==> src/rtl/if_pkg.sv <==
// -----------------------------------------------------------------------------
// if_pkg
//
// Shared definitions for the instruction-fetch stage:
//   - fetch_state_t : fetch FSM states (IDLE, REQ, FULL, FAULT)
//   - FC_*          : fault_code encodings reported on if_fetch_unit.fault_code
//   - IMEM_BASE_DEFAULT : default byte address of instruction memory word 0
// -----------------------------------------------------------------------------
package if_pkg;

    typedef enum logic [1:0] {
        IDLE  = 2'd0,
        REQ   = 2'd1,
        FULL  = 2'd2,
        FAULT = 2'd3
    } fetch_state_t;

    localparam logic [1:0] FC_NONE     = 2'b00;
    localparam logic [1:0] FC_MISALIGN = 2'b01;
    localparam logic [1:0] FC_TIMEOUT  = 2'b10;
    localparam logic [1:0] FC_RANGE    = 2'b11;

    localparam logic [31:0] IMEM_BASE_DEFAULT = 32'h0040_0000;

endpackage

==> src/rtl/if_watchdog.sv <==
// -----------------------------------------------------------------------------
// if_watchdog
//
// Counts consecutive cycles spent waiting on an instruction-memory request and
// flags the cycle in which the wait reaches TIMEOUT_CYCLES. Only instantiated
// by if_fetch_unit when FETCH_TIMEOUT_EN is defined.
//
// Ports:
//   clk      in  rising-edge clock
//   reset    in  asynchronous, active-high
//   run      in  1 while the fetch FSM is in REQ; 0 clears the count
//   expired  out 1 during the TIMEOUT_CYCLES-th consecutive REQ cycle
// -----------------------------------------------------------------------------
module if_watchdog #(
    parameter int TIMEOUT_CYCLES = 255
) (
    input  logic clk,
    input  logic reset,
    input  logic run,
    output logic expired
);

    localparam int CW = (TIMEOUT_CYCLES > 1) ? $clog2(TIMEOUT_CYCLES) : 1;
    localparam logic [CW-1:0] LAST = CW'(TIMEOUT_CYCLES - 1);

    logic [CW-1:0] count;

    // The count sits at zero outside REQ, so every new request starts from a
    // clean count on its first REQ cycle. It never needs to wrap: the FSM
    // leaves REQ in the cycle that expired is raised.
    always_ff @(posedge clk or posedge reset) begin
        if (reset) begin
            count <= '0;
        end else if (run) begin
            count <= count + CW'(1);
        end else begin
            count <= '0;
        end
    end

    assign expired = run && (count == LAST);

endmodule

==> src/rtl/if_fetch_unit.sv <==
// -----------------------------------------------------------------------------
// if_fetch_unit
//
// Instruction-fetch stage sitting directly behind the PC register. For each
// instruction it checks the PC, issues a single word read to instruction
// memory (req/ack), latches the returned word into the instruction register
// and offers it to decode (valid/ready). pc_hold inhibits the PC register so
// the PC advances exactly once per consumed instruction or redirect.
//
// Optional build macro:
//   FETCH_TIMEOUT_EN : when defined, a request left unacknowledged for
//                      TIMEOUT_CYCLES cycles is abandoned and the unit faults
//                      with code 10. When undefined, REQ waits indefinitely.
//
// Ports:
//   clk         in  rising-edge clock (PC register samples pc_hold on falling edge)
//   reset       in  asynchronous, active-high
//   pc_in       in  current PC from the PC register
//   imem_req    out read request, held until acked
//   imem_addr   out word address (pc - IMEM_BASE) >> 2, stable while imem_req
//   imem_ack    in  read data valid, sampled while imem_req = 1
//   imem_rdata  in  read data
//   flush       in  redirect pulse; PC loads its new target this cycle
//   ir_valid    out IR holds an instruction for decode
//   ir_ready    in  decode accepts the IR
//   ir_instr    out latched instruction
//   ir_pc       out PC of ir_instr
//   pc_hold     out 1 = PC register holds
//   fault       out sticky fetch fault
//   fault_code  out 01 misaligned, 11 out of range, 10 timeout, 00 none
// -----------------------------------------------------------------------------
module if_fetch_unit
    import if_pkg::*;
#(
    parameter logic [31:0] IMEM_BASE      = IMEM_BASE_DEFAULT,
    parameter int          ADDR_W         = 11,
    parameter int          TIMEOUT_CYCLES = 255
) (
    input  logic              clk,
    input  logic              reset,
    input  logic [31:0]       pc_in,
    output logic              imem_req,
    output logic [ADDR_W-1:0] imem_addr,
    input  logic              imem_ack,
    input  logic [31:0]       imem_rdata,
    input  logic              flush,
    output logic              ir_valid,
    input  logic              ir_ready,
    output logic [31:0]       ir_instr,
    output logic [31:0]       ir_pc,
    output logic              pc_hold,
    output logic              fault,
    output logic [1:0]        fault_code
);

    fetch_state_t state, state_next;

    logic [31:0]       fetch_pc, fetch_pc_next;
    logic              drop, drop_next;
    logic              req_next;
    logic [ADDR_W-1:0] addr_next;
    logic              valid_next;
    logic [31:0]       instr_next;
    logic [31:0]       ir_pc_next;
    logic              fault_next;
    logic [1:0]        code_next;

    logic              pc_misaligned;
    logic              pc_out_of_range;
    logic [29:0]       word_index;
    logic              in_req;
    logic              timeout_hit;

    // PC legality. word_index is only meaningful when pc_in >= IMEM_BASE; the
    // range test rejects anything below the base before the index is trusted.
    assign word_index      = 30'((pc_in - IMEM_BASE) >> 2);
    assign pc_misaligned   = (pc_in[1:0] != 2'b00);
    assign pc_out_of_range = (pc_in < IMEM_BASE) || ((word_index >> ADDR_W) != '0);

    assign in_req = (state == REQ);

`ifdef FETCH_TIMEOUT_EN
    if_watchdog #(
        .TIMEOUT_CYCLES (TIMEOUT_CYCLES)
    ) u_watchdog (
        .clk     (clk),
        .reset   (reset),
        .run     (in_req),
        .expired (timeout_hit)
    );
`else
    // No watchdog in this build; the parameter is still referenced so both
    // builds present the same parameter list without an unused-parameter hole.
    assign timeout_hit = 1'b0 && (TIMEOUT_CYCLES > 0);
`endif

    // The PC register loads on the falling edge, so releasing it inside a
    // handshake or flush cycle makes the new PC visible to IDLE on the very
    // next rising edge.
    assign pc_hold = !(flush || ((state == FULL) && ir_ready));

    // State and all datapath registers. Everything the FSM owns is computed
    // in the next-state block below and simply registered here.
    always_ff @(posedge clk or posedge reset) begin
        if (reset) begin
            state      <= IDLE;
            imem_req   <= 1'b0;
            imem_addr  <= '0;
            fetch_pc   <= '0;
            drop       <= 1'b0;
            ir_valid   <= 1'b0;
            ir_instr   <= '0;
            ir_pc      <= '0;
            fault      <= 1'b0;
            fault_code <= FC_NONE;
        end else begin
            state      <= state_next;
            imem_req   <= req_next;
            imem_addr  <= addr_next;
            fetch_pc   <= fetch_pc_next;
            drop       <= drop_next;
            ir_valid   <= valid_next;
            ir_instr   <= instr_next;
            ir_pc      <= ir_pc_next;
            fault      <= fault_next;
            fault_code <= code_next;
        end
    end

    // Next-state and next-register values. Every register holds by default;
    // each state only overrides what it changes.
    always_comb begin
        state_next    = state;
        req_next      = imem_req;
        addr_next     = imem_addr;
        fetch_pc_next = fetch_pc;
        drop_next     = drop;
        valid_next    = ir_valid;
        instr_next    = ir_instr;
        ir_pc_next    = ir_pc;
        fault_next    = fault;
        code_next     = fault_code;

        unique case (state)
            IDLE: begin
                // A flush seen here needs no action: the PC has already loaded
                // its target on the falling edge, so pc_in is the new PC.
                if (pc_misaligned) begin
                    fault_next = 1'b1;
                    code_next  = FC_MISALIGN;
                    state_next = FAULT;
                end else if (pc_out_of_range) begin
                    fault_next = 1'b1;
                    code_next  = FC_RANGE;
                    state_next = FAULT;
                end else begin
                    req_next      = 1'b1;
                    addr_next     = word_index[ADDR_W-1:0];
                    fetch_pc_next = pc_in;
                    state_next    = REQ;
                end
            end

            REQ: begin
                // The request already in flight cannot be cancelled at the
                // memory, so a redirect only marks its data as unwanted.
                if (imem_ack) begin
                    req_next  = 1'b0;
                    drop_next = 1'b0;
                    if (drop || flush) begin
                        state_next = IDLE;
                    end else begin
                        instr_next = imem_rdata;
                        ir_pc_next = fetch_pc;
                        valid_next = 1'b1;
                        state_next = FULL;
                    end
                end else if (timeout_hit) begin
                    req_next   = 1'b0;
                    drop_next  = 1'b0;
                    fault_next = 1'b1;
                    code_next  = FC_TIMEOUT;
                    state_next = FAULT;
                end else if (flush) begin
                    drop_next = 1'b1;
                end
            end

            FULL: begin
                // Flush and handshake both empty the IR; which one fired only
                // matters to the PC register, which pc_hold already handles.
                if (flush || ir_ready) begin
                    valid_next = 1'b0;
                    state_next = IDLE;
                end
            end

            FAULT: begin
                if (flush) begin
                    fault_next = 1'b0;
                    code_next  = FC_NONE;
                    state_next = IDLE;
                end
            end

            default: begin
                state_next = IDLE;
            end
        endcase
    end

endmodule

==> config.mk <==
export PLATFORM = sky130hd
export DESIGN_NAME = if_fetch_unit
export DESIGN_NICKNAME = d
export VERILOG_FILES = /design/src/rtl/if_pkg.sv /design/src/rtl/if_watchdog.sv /design/src/rtl/if_fetch_unit.sv
export SDC_FILE = /design/constraint.sdc
export NUM_CORES = 1
export LEC_CHECK = 0
export BUFFER_PORTS_ARGS = -buffer_cell sky130_fd_sc_hd__buf_2
export CAP_MARGIN = 20
export CORE_ASPECT_RATIO = 2
export CORE_UTILIZATION = 44
export CTS_CLUSTER_SIZE = 25
export DETAILED_ROUTE_END_ITERATION = 6
export MAX_ROUTING_LAYER = met4
export PLACE_DENSITY = 0.75
export SLEW_MARGIN = 20
export SYNTH_ARGS = -nofsm -noshare
export SYNTH_HDL_FRONTEND = slang
export SYNTH_HIERARCHICAL = 1
export SYNTH_SLANG_ARGS = --single-unit
==> constraint.sdc <==
create_clock -name clk -period 3.1 [get_ports clk]
set_clock_uncertainty 0.2 [all_clocks]
set_input_delay 0.465 -clock clk [delete_from_list [all_inputs] [get_ports clk]]
set_output_delay 0.465 -clock clk [all_outputs]
set_load 0.03 [all_outputs]
# Word-level counts from Yosys, hierarchy flattened
# Index checks and enable logic that the tools add are counted.
[op_classes]
order_cmp = 1
bitwise = 3
muxes = 24
eq_ne = 10
addsub = 1
reduce_logical = 20
[op_table]
columns = ["operator", "count"]
rows = [
  ["$lt 32x23->1 const B", 1],
  ["$sub 32x23->32 const B", 1],
  ["$reduce_bool 30->1", 1],
  ["$mux 2", 8],
  ["$reduce_and 3->1", 4],
  ["$mux 1", 11],
  ["$ne 2x2->1 const B", 5],
  ["$reduce_bool 2->1", 5],
  ["$pmux 2 s4", 1],
  ["$reduce_and 4->1", 2],
  ["$pmux 1 s2", 3],
  ["$eq 2x2->1 const B", 2],
  ["$logic_or 1x1->1", 4],
  ["$pmux 2 s2", 1],
  ["$ne 3x3->1 const B", 1],
  ["$not 1->1", 3],
  ["$eq 2x1->1 const B", 1],
  ["$logic_not 2->1", 1],
  ["$ne 2x1->1 const B", 1],
  ["$reduce_and 2->1", 1],
  ["$logic_and 1x1->1", 1],
  ["$logic_not 1->1", 1],
]
[word_totals]
elab_cells = 69
inputBits = 69
register_bits = 115
output_inout_bits = 81

# Logic depth before layout (Yosys ltp)
# Gate-level depths: netlist (run 1).
[logic_depth]
word_depth = 6
depth_mapped = 7
ltp_nobuf = 6

# Worst setup path before layout (run 1)
# OpenSTA, ideal clock, no wires.
[synth_path]
path_type = "input port to flip-flop"
start = "input pc_in[22]"
end = "register fetch_pc[12]"
arrival_ns = 1.864
required_time_ns = 2.775
setup_time_ns = 0.125
stages = 7
n_path_buf = 1
slack_ns = 0.911
cell_sequence = "inv_1 > ha_1 > nor4b_1 > nand2_1 > nor3_4 > buf_12 > mux2_4"
[synth_between]
elab_chain_len = 5
elab_cells_between_ends = 6
cone_classes = "1 x add/sub; 1 x order compare; 1 x bitwise; 3 x reduce/logical"
[synth_rtl]
columns = ["item", "line", "source"]
rows = [
  ["start, declared", "if_fetch_unit.sv:41", "input logic [31:0] pc_in,"],
  ["$sub 32x23->32", "if_fetch_unit.sv:76", "assign word_index = 30'((pc_in - IMEM_BASE) >> 2);"],
  ["$reduce_bool 30->1", "if_fetch_unit.sv:78", "assign pc_out_of_range = (pc_in < IMEM_BASE) || ((word_index >> ADDR_W) != '0);"],
  ["$logic_or 1x1->1 *", "if_fetch_unit.sv:78", ""],
  ["$not 1->1 (no line) *", "-", ""],
  ["$reduce_and 3->1 (no line) *", "-", ""],
  ["end signal, assigned", "if_fetch_unit.sv:120", "fetch_pc <= fetch_pc_next;"],
  ["end, declared", "if_fetch_unit.sv:58", "logic [31:0] fetch_pc, fetch_pc_next;"],
]
# Every way passes the cells marked *; elsewhere a longest branch is shown, timed or not.
# A chain may end at the register's enable or synchronous reset.

# Final worst setup path (run 1)
[layout_path]
start = "input pc_in[22]"
end = "register imem_addr[0]"
[layout_between]
elab_chain_len = 5
elab_cells_between_ends = 6
cone_classes = "1 x add/sub; 1 x order compare; 1 x bitwise; 3 x reduce/logical"
[layout_rtl]
columns = ["item", "line", "source"]
rows = [
  ["$sub 32x23->32", "if_fetch_unit.sv:76", ""],
  ["$reduce_bool 30->1", "if_fetch_unit.sv:78", ""],
  ["$logic_or 1x1->1 *", "if_fetch_unit.sv:78", ""],
  ["$not 1->1 (no line) *", "-", ""],
  ["$reduce_and 3->1 (no line) *", "-", ""],
  ["end signal, assigned", "if_fetch_unit.sv:119", "imem_addr <= addr_next;"],
  ["end, declared", "if_fetch_unit.sv:43", "output logic [ADDR_W-1:0] imem_addr,"],
]
# Marked as above.

==> out/results.ini, run 1 <==
[status]
outcome=complete, no violations

[grt]
maximum_number_of_pins_on_one_net_before_global_route_repair=50
grt_use_met2_pct=28.8
grt_use_total_pct=17.5
global_route.usage.met1_pct=19.3
grt.met3_usage_pct=5.56
global_route.overflow_total=0
first_global_vias=2607
grt_first_pass_wirelength_um=12400
antenna_found_initial=0
gr-max-usage-layer=met2

[place]
numPlacedInstances=501
hpwl_um=5730
globalplace.congestion=0.744
postPlaceCellArea_sq_um=4810
port_buffers=149

[pwr]
cellPowerDensity_nw_per_um2=783
leakage_power_nw=2.81
report.power.total_mw=3.99
power.ir.vdd_worst_mv=0.543

[critical_path]
crit_path_max_incr_delay_ps=370
worstPathMaxFanout=24
critical_path_source_type=input port
worst_r2r_startpoint=state[0]$_DFFE_PP0P_
criticalPathCategory=input port to flip-flop
worstPathRequired_ps=3130
critical_path.endpoint_type=flip-flop
path_delay_family=simple AND/OR/NAND/NOR gates
cp.arrival_ps=2120
worst_r2r_path_depth=5
cp-startpoint=pc_in[22]
worst-r2r-setup-slack_ps=1200
cp_num_cells=8
crit_chain=buf_2 > inv_1 > ha_1 > nor4b_1 > nand2_1 > nor3_4 > buf_4 > mux2_2
critical_path.n_buffers_inverters=3
crit-reg2reg-capture=ir_pc[7]$_DFFE_PP0P_
crit_end=imem_addr[0]$_DFFE_PP0P_
crit_path_top_delay_cell=sky130_fd_sc_hd__mux2_2

[clock_tree]
cts_post_setup_buffers_inserted=0
clkLatencyLatePin_ps=340
resized_gates_after_cts=0
tritoncts.num_buffers=9
clkTransAtPathRegs_ps=70
root_buffer=sky130_fd_sc_hd__clkbuf_16
cts_tree=built
cts.sink_count=103
hold_fix_buffer_count_after_cts=0
cts_max_path_buffers=2
ctsHtreeMaxLevel=3

[routing]
vias_per_cell=4.96
detailedRoute.firstIterationViolations=111
drc=0
vias=2557
total_length_of_routed_wires_um=7780
ant_nets=0
drtPass1Iterations=4
wl_per_cell_um=15.1

[finish]
diode_insertion_count_for_antenna_repair=0
synthToLayoutAreaGrowth_pct=26.0
final_layout_size_suffix_gt1_share_pct=60.9
fin_area_sq_um=5090
final_net_count=480
instances_no_fill=516
num-fill-cells=725

[worst_hold_path]
worst_hold_path_type=input port to async pin

[synthesis]
syn-num-nets=338
syn-cell-area_sq_um=4040
yosys.cell_types.count=29
avgSynthCellArea_sq_um=15.1
synth_seq_area_share_pct=63.8
synthCells=268
synth_seq_cells=103
synth-warning-count=6

[timing]
setup_viol=0
worst_max_slew_margin_expressed_relative_to_the_limit_pct=52.2
grt_setup_unrepaired=no
timing_worst_slew_pin_value_ps=716
finalSetupTns_ps=0
hold-worst-slack_ps=32.9
final-hold-violation-count=0
finalCriticalPeriod_ps=2090
maxSlewViolCount=0
period_share_pct=67.3
fmax_mhz=479

[floorplan]
design.die.area_sq_um=9590
initial_core_util_pct=45.1
top_level_ports=150
core-area_sq_um=8950
die-width_um=69.7
row_count=49
die_h_um=137

[run]
max-cap-violations=0

[layer usage]
layer	wire (um)	part of all wire [%]
met1	2950	38
met2	4140	53
met3	498	6.4
met4	194	2.5
met5	0	0
[worst min-delay path by stage]
| stage | to | from | depth (start not counted) | slack [ps] |
|---|---|---|---|---|
| floorplan | fetch_pc[22]$_DFFE_PP0P_ | fetch_pc[22]$_DFFE_PP0P_ | 1 | 240 |
| global placement | fetch_pc[22]$_DFFE_PP0P_ | fetch_pc[22]$_DFFE_PP0P_ | 1 | 250 |
| detailed placement | fetch_pc[22]$_DFFE_PP0P_ | fetch_pc[22]$_DFFE_PP0P_ | 1 | 260 |
| CTS | ir_instr[0]$_DFFE_PP0P_ | reset | 2 | 50 |
| global route | ir_instr[29]$_DFFE_PP0P_ | reset | 2 | 100 |
| finish | ir_instr[0]$_DFFE_PP0P_ | reset | 2 | 30 |
[through the flow]
stage / util (%) / worst slack, ps
after floorplan: - / 911
after global placement: 53.8 / 695
after detailed placement: 53.8 / 624
after CTS: 56.8 / 995
after global routing: 56.8 / 932
final: 56.8 / 1010
[worst reg2reg max path: stages (launching register included)]
cell and delay (ps):
sky130_fd_sc_hd__dfrtp_1 490, sky130_fd_sc_hd__nand2_1 150, sky130_fd_sc_hd__nor2_1 80, sky130_fd_sc_hd__nand2_2 80
sky130_fd_sc_hd__buf_4 380, sky130_fd_sc_hd__mux2_2 410
[cell usage after synthesis]
master	count	share of area, %
sky130_fd_sc_hd__a221oi_1	1	0.22
sky130_fd_sc_hd__buf_4	12	2.2
sky130_fd_sc_hd__a31oi_1	1	0.15
sky130_fd_sc_hd__xnor2_1	1	0.22
sky130_fd_sc_hd__mux2_4	10	3.7
sky130_fd_sc_hd__o21ai_0	3	0.37
sky130_fd_sc_hd__o31ai_1	1	0.19
sky130_fd_sc_hd__ha_1	1	0.31
sky130_fd_sc_hd__nor4_2	1	0.31
sky130_fd_sc_hd__o31a_1	1	0.22
sky130_fd_sc_hd__nand4_2	1	0.31
sky130_fd_sc_hd__nor4b_2	1	0.37
sky130_fd_sc_hd__inv_1	5	0.46
sky130_fd_sc_hd__o32ai_1	1	0.22
sky130_fd_sc_hd__or2_2	1	0.15
sky130_fd_sc_hd__clkbuf_1	1	0.093
sky130_fd_sc_hd__a21oi_1	3	0.37
sky130_fd_sc_hd__nor4_1	2	0.31
sky130_fd_sc_hd__nor3_1	1	0.12
sky130_fd_sc_hd__buf_12	1	0.50
sky130_fd_sc_hd__nor2_1	7	0.65
sky130_fd_sc_hd__buf_2	10	1.2
sky130_fd_sc_hd__nand2_1	8	0.74
sky130_fd_sc_hd__dfrtp_1	103	64
sky130_fd_sc_hd__nor3_4	1	0.40
sky130_fd_sc_hd__mux2_2	67	19
sky130_fd_sc_hd__nand2b_1	3	0.46
sky130_fd_sc_hd__nor2b_1	19	2.9
sky130_fd_sc_hd__nor4b_1	1	0.22
[placed cells by master (no fill, tap or decap), types with 2 or more instances in the layout]
| cell type | instances |
|---|---|
| sky130_fd_sc_hd__clkbuf_16 | 9 |
| sky130_fd_sc_hd__buf_4 | 5 |
| sky130_fd_sc_hd__mux2_2 | 67 |
| sky130_fd_sc_hd__clkbuf_1 | 2 |
| sky130_fd_sc_hd__nor2b_1 | 19 |
| sky130_fd_sc_hd__o21ai_0 | 3 |
| sky130_fd_sc_hd__clkinvlp_4 | 2 |
| sky130_fd_sc_hd__buf_2 | 149 |
| sky130_fd_sc_hd__nor4_1 | 2 |
| sky130_fd_sc_hd__nor2_1 | 7 |
| sky130_fd_sc_hd__a21oi_1 | 3 |
| sky130_fd_sc_hd__nand2_1 | 7 |
| sky130_fd_sc_hd__mux2_4 | 10 |
| sky130_fd_sc_hd__inv_1 | 4 |
| sky130_fd_sc_hd__nand2b_1 | 3 |
| sky130_fd_sc_hd__clkbuf_8 | 2 |
| sky130_fd_sc_hd__dfrtp_1 | 103 |
[sequential cells by signal, indices dropped and copies added (netlist names)]
name / count
ir_pc: 32
imem_addr: 10
drop: 1
imem_req: 1
fault_code: 2
fetch_pc: 22
state: 2
ir_instr: 32
ir_valid: 1
[area by class of cell]
cell class                 instances  area [sq um]  share of cell area, %
clock buffer                      13           260                   5.11
inverter                           5          22.5                  0.443
multi-input combinational        136          1280                   25.2
timing repair buffer             155           803                   15.8
sequential                       103          2580                   50.7
clock inverter                     2          16.3                  0.320
tap                              102           128                   2.51
[power breakdown]
part | switching, mW | internal [mW] | leakage (nW)
combinational | 0.759 | 0.439 | 1.31
sequential | 0.148 | 1.59 | 1.37
clock | 0.463 | 0.586 | 0.132
total | 1.37 | 2.62 | 2.81
[cell families (layout without fill, tap and decap cells)]
logic type      Yosys count  after routing  synth area share (%)
flops                   103            103                  63.8
compound gates           11             11                  1.73
simple gates             46             46                  7.00
xor+xnor                  1              1                 0.217
fa+ha+maj                 1              1                 0.310
buf+inv                  29            175                  4.52
mux                      77             77                  22.4
No activity file was read; power rests on OpenSTA's default activity.
==> run 2: changes to the inputs <==
--- a/config.mk
+++ b/config.mk
@@ -5,14 +5,15 @@
 export SDC_FILE = /design/constraint.sdc
 export NUM_CORES = 1
 export LEC_CHECK = 0
+export ABC_AREA = 1
 export BUFFER_PORTS_ARGS = -buffer_cell sky130_fd_sc_hd__buf_2
 export CAP_MARGIN = 20
 export CORE_ASPECT_RATIO = 2
-export CORE_UTILIZATION = 44
+export CORE_UTILIZATION = 45
 export CTS_CLUSTER_SIZE = 25
 export DETAILED_ROUTE_END_ITERATION = 6
 export MAX_ROUTING_LAYER = met4
-export PLACE_DENSITY = 0.75
+export PLACE_DENSITY = 0.73
 export SLEW_MARGIN = 20
 export SYNTH_ARGS = -nofsm -noshare
 export SYNTH_HDL_FRONTEND = slang
==> constraint.sdc (replaced) <==
create_clock -name clk -period 2.1 [get_ports clk]
set_clock_uncertainty 0.2 [all_clocks]
set_input_delay 0.315 -clock clk [delete_from_list [all_inputs] [get_ports clk]]
set_output_delay 0.315 -clock clk [all_outputs]
set_load 0.03 [all_outputs]
==> out/results.ini, run 2 <==
[finish]
layout.cells.most_common_list=149 x sky130_fd_sc_hd__buf_2, 103 x sky130_fd_sc_hd__dfrtp_1, 78 x sky130_fd_sc_hd__nand2_1
final_layout_size_suffix_gt1_share_pct=42.3  ; -19 points
diode_insertion_count_for_antenna_repair=0  ; unchanged
synthToLayoutAreaGrowth_pct=33.6
final_net_count=607  ; +26%
final_common_cell=sky130_fd_sc_hd__buf_2
top_regs=ir_instr x32, ir_pc x32, fetch_pc x22

[clock_tree]
cts_tree=built
cts_post_setup_buffers_inserted=0  ; unchanged
clkTransAtPathRegs_ps=70  ; about the same
hold_fix_buffer_count_after_cts=32  ; +32
resized_gates_after_cts=0  ; unchanged
clkLatencyLatePin_ps=340  ; about the same
ctsHtreeMaxLevel=3  ; unchanged
root_buffer=sky130_fd_sc_hd__clkbuf_16
tritoncts.num_buffers=9  ; unchanged
cts.sink_count=103  ; unchanged
cts_max_path_buffers=2  ; unchanged

[synthesis]
synth_edf_count=0  ; unchanged
syn-cell-area_sq_um=4200  ; +4.1%
synth_seq_cells=103  ; unchanged
synthCells=363  ; +35%
synth_commonest_cells=103 x sky130_fd_sc_hd__dfrtp_1, 78 x sky130_fd_sc_hd__nand2_1, 34 x sky130_fd_sc_hd__nor2_1
syn-num-nets=433  ; +28%
synth-warning-count=6  ; unchanged
post_synth_main_area_contributors=sky130_fd_sc_hd__dfrtp_1 61%, sky130_fd_sc_hd__mux2_4 11%, sky130_fd_sc_hd__nand2_1 7.0%, sky130_fd_sc_hd__mux2_2 3.8%, sky130_fd_sc_hd__nor2_1 3.0%
avgSynthCellArea_sq_um=11.6  ; -23%
yosys.cell_types.count=25  ; -14%
synth_largest_type_area_fraction_pct=61.3  ; -2.5 points
synth.largest_area_cell=sky130_fd_sc_hd__dfrtp_1
yosys.cell_count.top_type=sky130_fd_sc_hd__dfrtp_1
synth_seq_area_share_pct=61.3  ; -2.5 points
ys_async_sr_fraction_pct=100  ; unchanged
synth_top_flop_cell=sky130_fd_sc_hd__dfrtp_1

[critical_path]
critical_path_source_type=flip-flop
crit_path_max_incr_delay_ps=470  ; +100 ps
criticalPathCategory=flip-flop to output port
critical_path.n_buffers_inverters=2  ; -1
critical_path.endpoint_type=output port
worst_r2r_startpoint=state[1]$_DFFE_PP0P_
worstPathMaxFanout=8  ; -67%
worstPathRequired_ps=1580  ; -1550 ps
cp-startpoint=state[0]$_DFFE_PP0P_
cp.arrival_ps=1530  ; -590 ps
crit_path_top_delay_cell=sky130_fd_sc_hd__dfrtp_1
path_delay_family=flip-flops
crit_chain=or2_2 > o21ai_0 > inv_1 > buf_2

[routing]
vias=3064  ; +20%
ant_nets=0  ; unchanged
vias_per_cell=4.76  ; -4.0%
drc=0  ; unchanged
detailedRoute.firstIterationViolations=195  ; +76%
drtPass1Iterations=4  ; unchanged
wl_per_cell_um=13.9  ; -8.1%
total_length_of_routed_wires_um=8930  ; +15%

[grt]
maximum_number_of_pins_on_one_net_before_global_route_repair=55  ; +10%
global_route.overflow_total=0  ; unchanged
grt_first_pass_wirelength_um=14800  ; +19%
first_global_vias=3230  ; +24%
grt_use_total_pct=19.9  ; +2.4 points
antenna_found_initial=0  ; unchanged

[pwr]
leakage_power_nw=3.16  ; +13%
cellPowerDensity_nw_per_um2=1310  ; +67%
power.ir.vdd_worst_mv=0.802  ; +48%

[floorplan]
initial_core_util_pct=46.6  ; +1.5 points
row_count=49  ; unchanged
core-area_sq_um=9010  ; +0.68%
top_level_ports=150  ; unchanged
die_h_um=139  ; +0.87%
die-width_um=70.3  ; +0.86%
design.die.area_sq_um=9760  ; +1.7%

[timing]
maxSlewViolCount=0  ; unchanged
finalCriticalPeriod_ps=2040
finalSetupTns_ps=0  ; unchanged
layout_setup_ws_ps=57.9  ; -956 ps
grt_setup_unrepaired=no
worst_max_slew_margin_expressed_relative_to_the_limit_pct=71.1  ; +19 points
timing_worst_slew_pin_value_ps=432  ; -284 ps
final-hold-violation-count=0  ; unchanged
fmax_mhz=490
period_share_pct=97.2
setup_viol=0  ; unchanged

[status]
outcome=complete, no violations

[place]
port_buffers=149  ; unchanged
globalplace.congestion=0.816  ; +9.7%
detailedPlace.worstSlack_ps=189  ; -435 ps
hpwl_um=6290  ; +9.9%

[worst_hold_path]
hold_path.startpoint=imem_rdata[14]
worst_hold_path_type=input port to flip-flop

[run]
max-cap-violations=0  ; unchanged

==> run 2: layer usage <==
layer | GRT usage [%] | share of wire, % | vias to the layer above
li1 | - | - | 1473
met1 | 21.0 | 38 | 1458
met2 | 34.4 | 54 | 105
met3 | 3.34 | 3.9 | 28
met4 | 11.3 | 4.0 | 0
met5 | - | 0 | -
==> run 2: layout make-up <==
| class | instances | area [sq um] |
|---|---|---|
| fillers | 729 | 3390 |
| clock buffers | 10 | 229 |
| multi-input cells | 199 | 1300 |
| well taps | 102 | 128 |
| inverters | 35 | 135 |
| clock inverters | 6 | 85.1 |
| flip-flops and latches | 103 | 2580 |
| repair buffers | 189 | 1160 |
==> run 2: kinds of logic (layout without fill, tap and decap cells) <==
logic type / after synthesis / after routing / synth area share [%]
simple gates: 126 / 126 / 12.4
flops: 103 / 103 / 61.3
buf+inv: 61 / 240 / 7.89
mux: 45 / 45 / 14.8
compound gates: 27 / 27 / 3.30
fa+ha+maj: 1 / 1 / 0.298
==> run 2: path summary, 6_finish.rpt <==
check	endpoint	slack (ps)	cells past startpoint
worst max-delay path	pc_hold	60	4
worst min-delay path	ir_instr[14]$_DFFE_PP0P_	7	2
worst max register to register	ir_pc[31]$_DFFE_PP0P_	350	8
worst min register to register	fetch_pc[22]$_DFFE_PP0P_	250	2
max in group asynchronous	ir_pc[2]$_DFFE_PP0P_	690	4
min in group asynchronous	ir_pc[8]$_DFFE_PP0P_	360	3
==> run 2: report_power, final <==
group / switching, mW / internal (mW) / total [mW]
combinational: 1.78 / 1.00 / 2.78
clock: 0.703 / 1.04 / 1.74
sequential: 0.306 / 2.54 / 2.84
==> run 2: metrics by stage <==
step	area [sq um]	power (mW)	cells	hold WS [ps]	utilization [%]
finish	5620	7.36	644	7.33	62.3
global route	5620	7.72	644	0.778	62.3
CTS	5620	7.42	644	0.719	62.3
detailed placement	4980	5.63	596	150	55.3
global placement	4980	5.55	596	137	55.3
floorplan	4210	4.83	363	219	-
==> run 3: changes to the inputs <==
--- a/config.mk
+++ b/config.mk
@@ -14,6 +14,7 @@
 export DETAILED_ROUTE_END_ITERATION = 6
 export MAX_ROUTING_LAYER = met4
 export PLACE_DENSITY = 0.73
+export RECOVER_POWER = 25
 export SLEW_MARGIN = 20
 export SYNTH_ARGS = -nofsm -noshare
 export SYNTH_HDL_FRONTEND = slang
==> out/results.ini, run 3 (same netlist as run 2, synthesis figures left out) <==
[floorplan]
design.die.area_sq_um=9760  ; unchanged
top_level_ports=150  ; unchanged
die-width_um=70.3  ; unchanged
core-area_sq_um=9010  ; unchanged
die_h_um=139  ; unchanged
row_count=49  ; unchanged
initial_core_util_pct=46.6  ; unchanged

[clock_tree]
cts_tree=built
cts_max_path_buffers=2  ; unchanged
cts_post_setup_buffers_inserted=0  ; unchanged
tritoncts.num_buffers=9  ; unchanged
clkLatencyLatePin_ps=340  ; about the same
cts.sink_count=103  ; unchanged
resized_gates_after_cts=0  ; unchanged
ctsHtreeMaxLevel=3  ; unchanged
clkTransAtPathRegs_ps=70  ; about the same
root_buffer=sky130_fd_sc_hd__clkbuf_16
hold_fix_buffer_count_after_cts=32  ; unchanged

[place]
globalplace.congestion=0.816  ; unchanged
port_buffers=149  ; unchanged
postPlaceCellArea_sq_um=4980  ; unchanged
detailedPlace.worstSlack_ps=189  ; unchanged
hpwl_um=6290  ; unchanged
numPlacedInstances=596  ; unchanged

[timing]
worst_max_slew_margin_expressed_relative_to_the_limit_pct=42.1  ; -29 points
timing_worst_slew_pin_value_ps=864  ; +432 ps
finalCriticalPeriod_ps=2040  ; +0.291 ps
setup_viol=0  ; unchanged
finalSetupTns_ps=0  ; unchanged
final-hold-violation-count=0  ; unchanged
grt_setup_unrepaired=no
layout_setup_ws_ps=57.6  ; -0.291 ps
maxSlewViolCount=0  ; unchanged
fmax_mhz=490  ; about the same
period_share_pct=97.3  ; about the same

[pwr]
cellPowerDensity_nw_per_um2=1310  ; about the same
leakage_power_nw=3.15  ; -0.51%
power.ir.vdd_worst_mv=0.791  ; -1.3%

[routing]
drtPass1Iterations=4  ; unchanged
wl_per_cell_um=13.9  ; about the same
vias=3065  ; +0.033%
ant_nets=0  ; unchanged
drc=0  ; unchanged
detailedRoute.firstIterationViolations=198  ; +1.5%
vias_per_cell=4.76  ; about the same
total_length_of_routed_wires_um=8930  ; about the same

[grt]
grt_use_total_pct=19.9  ; unchanged
maximum_number_of_pins_on_one_net_before_global_route_repair=55  ; unchanged
global_route.overflow_total=0  ; unchanged
grt_first_pass_wirelength_um=14800  ; unchanged
antenna_found_initial=0  ; unchanged
first_global_vias=3230  ; unchanged

[critical_path]
crit_chain=or2_2 > o21ai_0 > inv_1 > buf_2
worstPathRequired_ps=1580  ; about the same
crit_path_max_incr_delay_ps=470  ; about the same
critical_path_source_type=flip-flop
cp.arrival_ps=1530  ; about the same
worstPathMaxFanout=8  ; unchanged
criticalPathCategory=flip-flop to output port
critical_path.endpoint_type=output port
crit_path_top_delay_cell=sky130_fd_sc_hd__dfrtp_1

[run]
max-cap-violations=0  ; unchanged

[finish]
fin_area_sq_um=5600  ; -0.33%
synthToLayoutAreaGrowth_pct=33.2
final_common_cell=sky130_fd_sc_hd__buf_2
diode_insertion_count_for_antenna_repair=0  ; unchanged
final_layout_size_suffix_gt1_share_pct=41.1  ; -1.1 points
final_net_count=607  ; unchanged
top_regs=ir_instr x32, ir_pc x32, fetch_pc x22
instances_no_fill=644  ; unchanged
layout.cells.most_common_list=144 x sky130_fd_sc_hd__buf_2, 103 x sky130_fd_sc_hd__dfrtp_1, 78 x sky130_fd_sc_hd__nand2_1

[worst_hold_path]
worst_hold_path_type=input port to flip-flop

[status]
outcome=complete, no violations

==> run 3: layout make-up <==
cell class	count	area [sq um]
Clock buffer	10	229
Clock inverter	6	85.1
Fill cell	737	3410
Inverter	35	133
Multi-Input combinational cell	199	1290
Sequential cell	103	2580
Tap cell	102	128
Timing Repair Buffer	189	1150
==> run 3: power by group <==
group	switching (mW)	total (mW)	leakage (nW)	internal [mW]
Sequential	0.307	2.85	1.23	2.54
Combinational	1.77	2.75	1.77	0.982
Clock	0.703	1.74	0.148	1.04
==> run 3: through the flow <==
step,hold WS [ps],util [%],power [mW]
3_5_place_dp,150,55.3,5.63
3_3_place_gp,137,55.3,5.55
2_1_floorplan,219,-,4.83
6_report,7.10,62.1,7.34
4_1_cts,0.719,62.3,7.42
5_1_grt,0.778,62.1,7.70
==> run 3: worst max-delay path: cells and delay by family (launching register included) <==
kind	cells	cell delay, ps
buffers and inverters	2	230
and+or+nand+nor	1	330
AOI/OAI and AO/OA	1	150
DFF	1	470
==> run 3: final timing paths <==
kind | startpoint | to | slack, ps | cells past startpoint
worst max-delay path | state[0]$_DFFE_PP0P_ | pc_hold | 60 | 4
worst min-delay path | imem_rdata[14] | ir_instr[14]$_DFFE_PP0P_ | 7 | 2
worst max register to register | state[1]$_DFFE_PP0P_ | ir_pc[31]$_DFFE_PP0P_ | 170 | 8
worst min register to register | fetch_pc[22]$_DFFE_PP0P_ | fetch_pc[22]$_DFFE_PP0P_ | 250 | 2
max in group asynchronous | reset | ir_instr[19]$_DFFE_PP0P_ | 380 | 4
min in group asynchronous | reset | ir_pc[8]$_DFFE_PP0P_ | 480 | 3
==> run 3: per-layer routing <==
metal	GRT usage, %	vias to the layer above	part of all wire, %
met1	21.0	1459	38
met2	34.4	105	54
met3	3.34	28	3.9
li1	-	1473	-
met5	-	-	0
met4	11.3	0	4.0
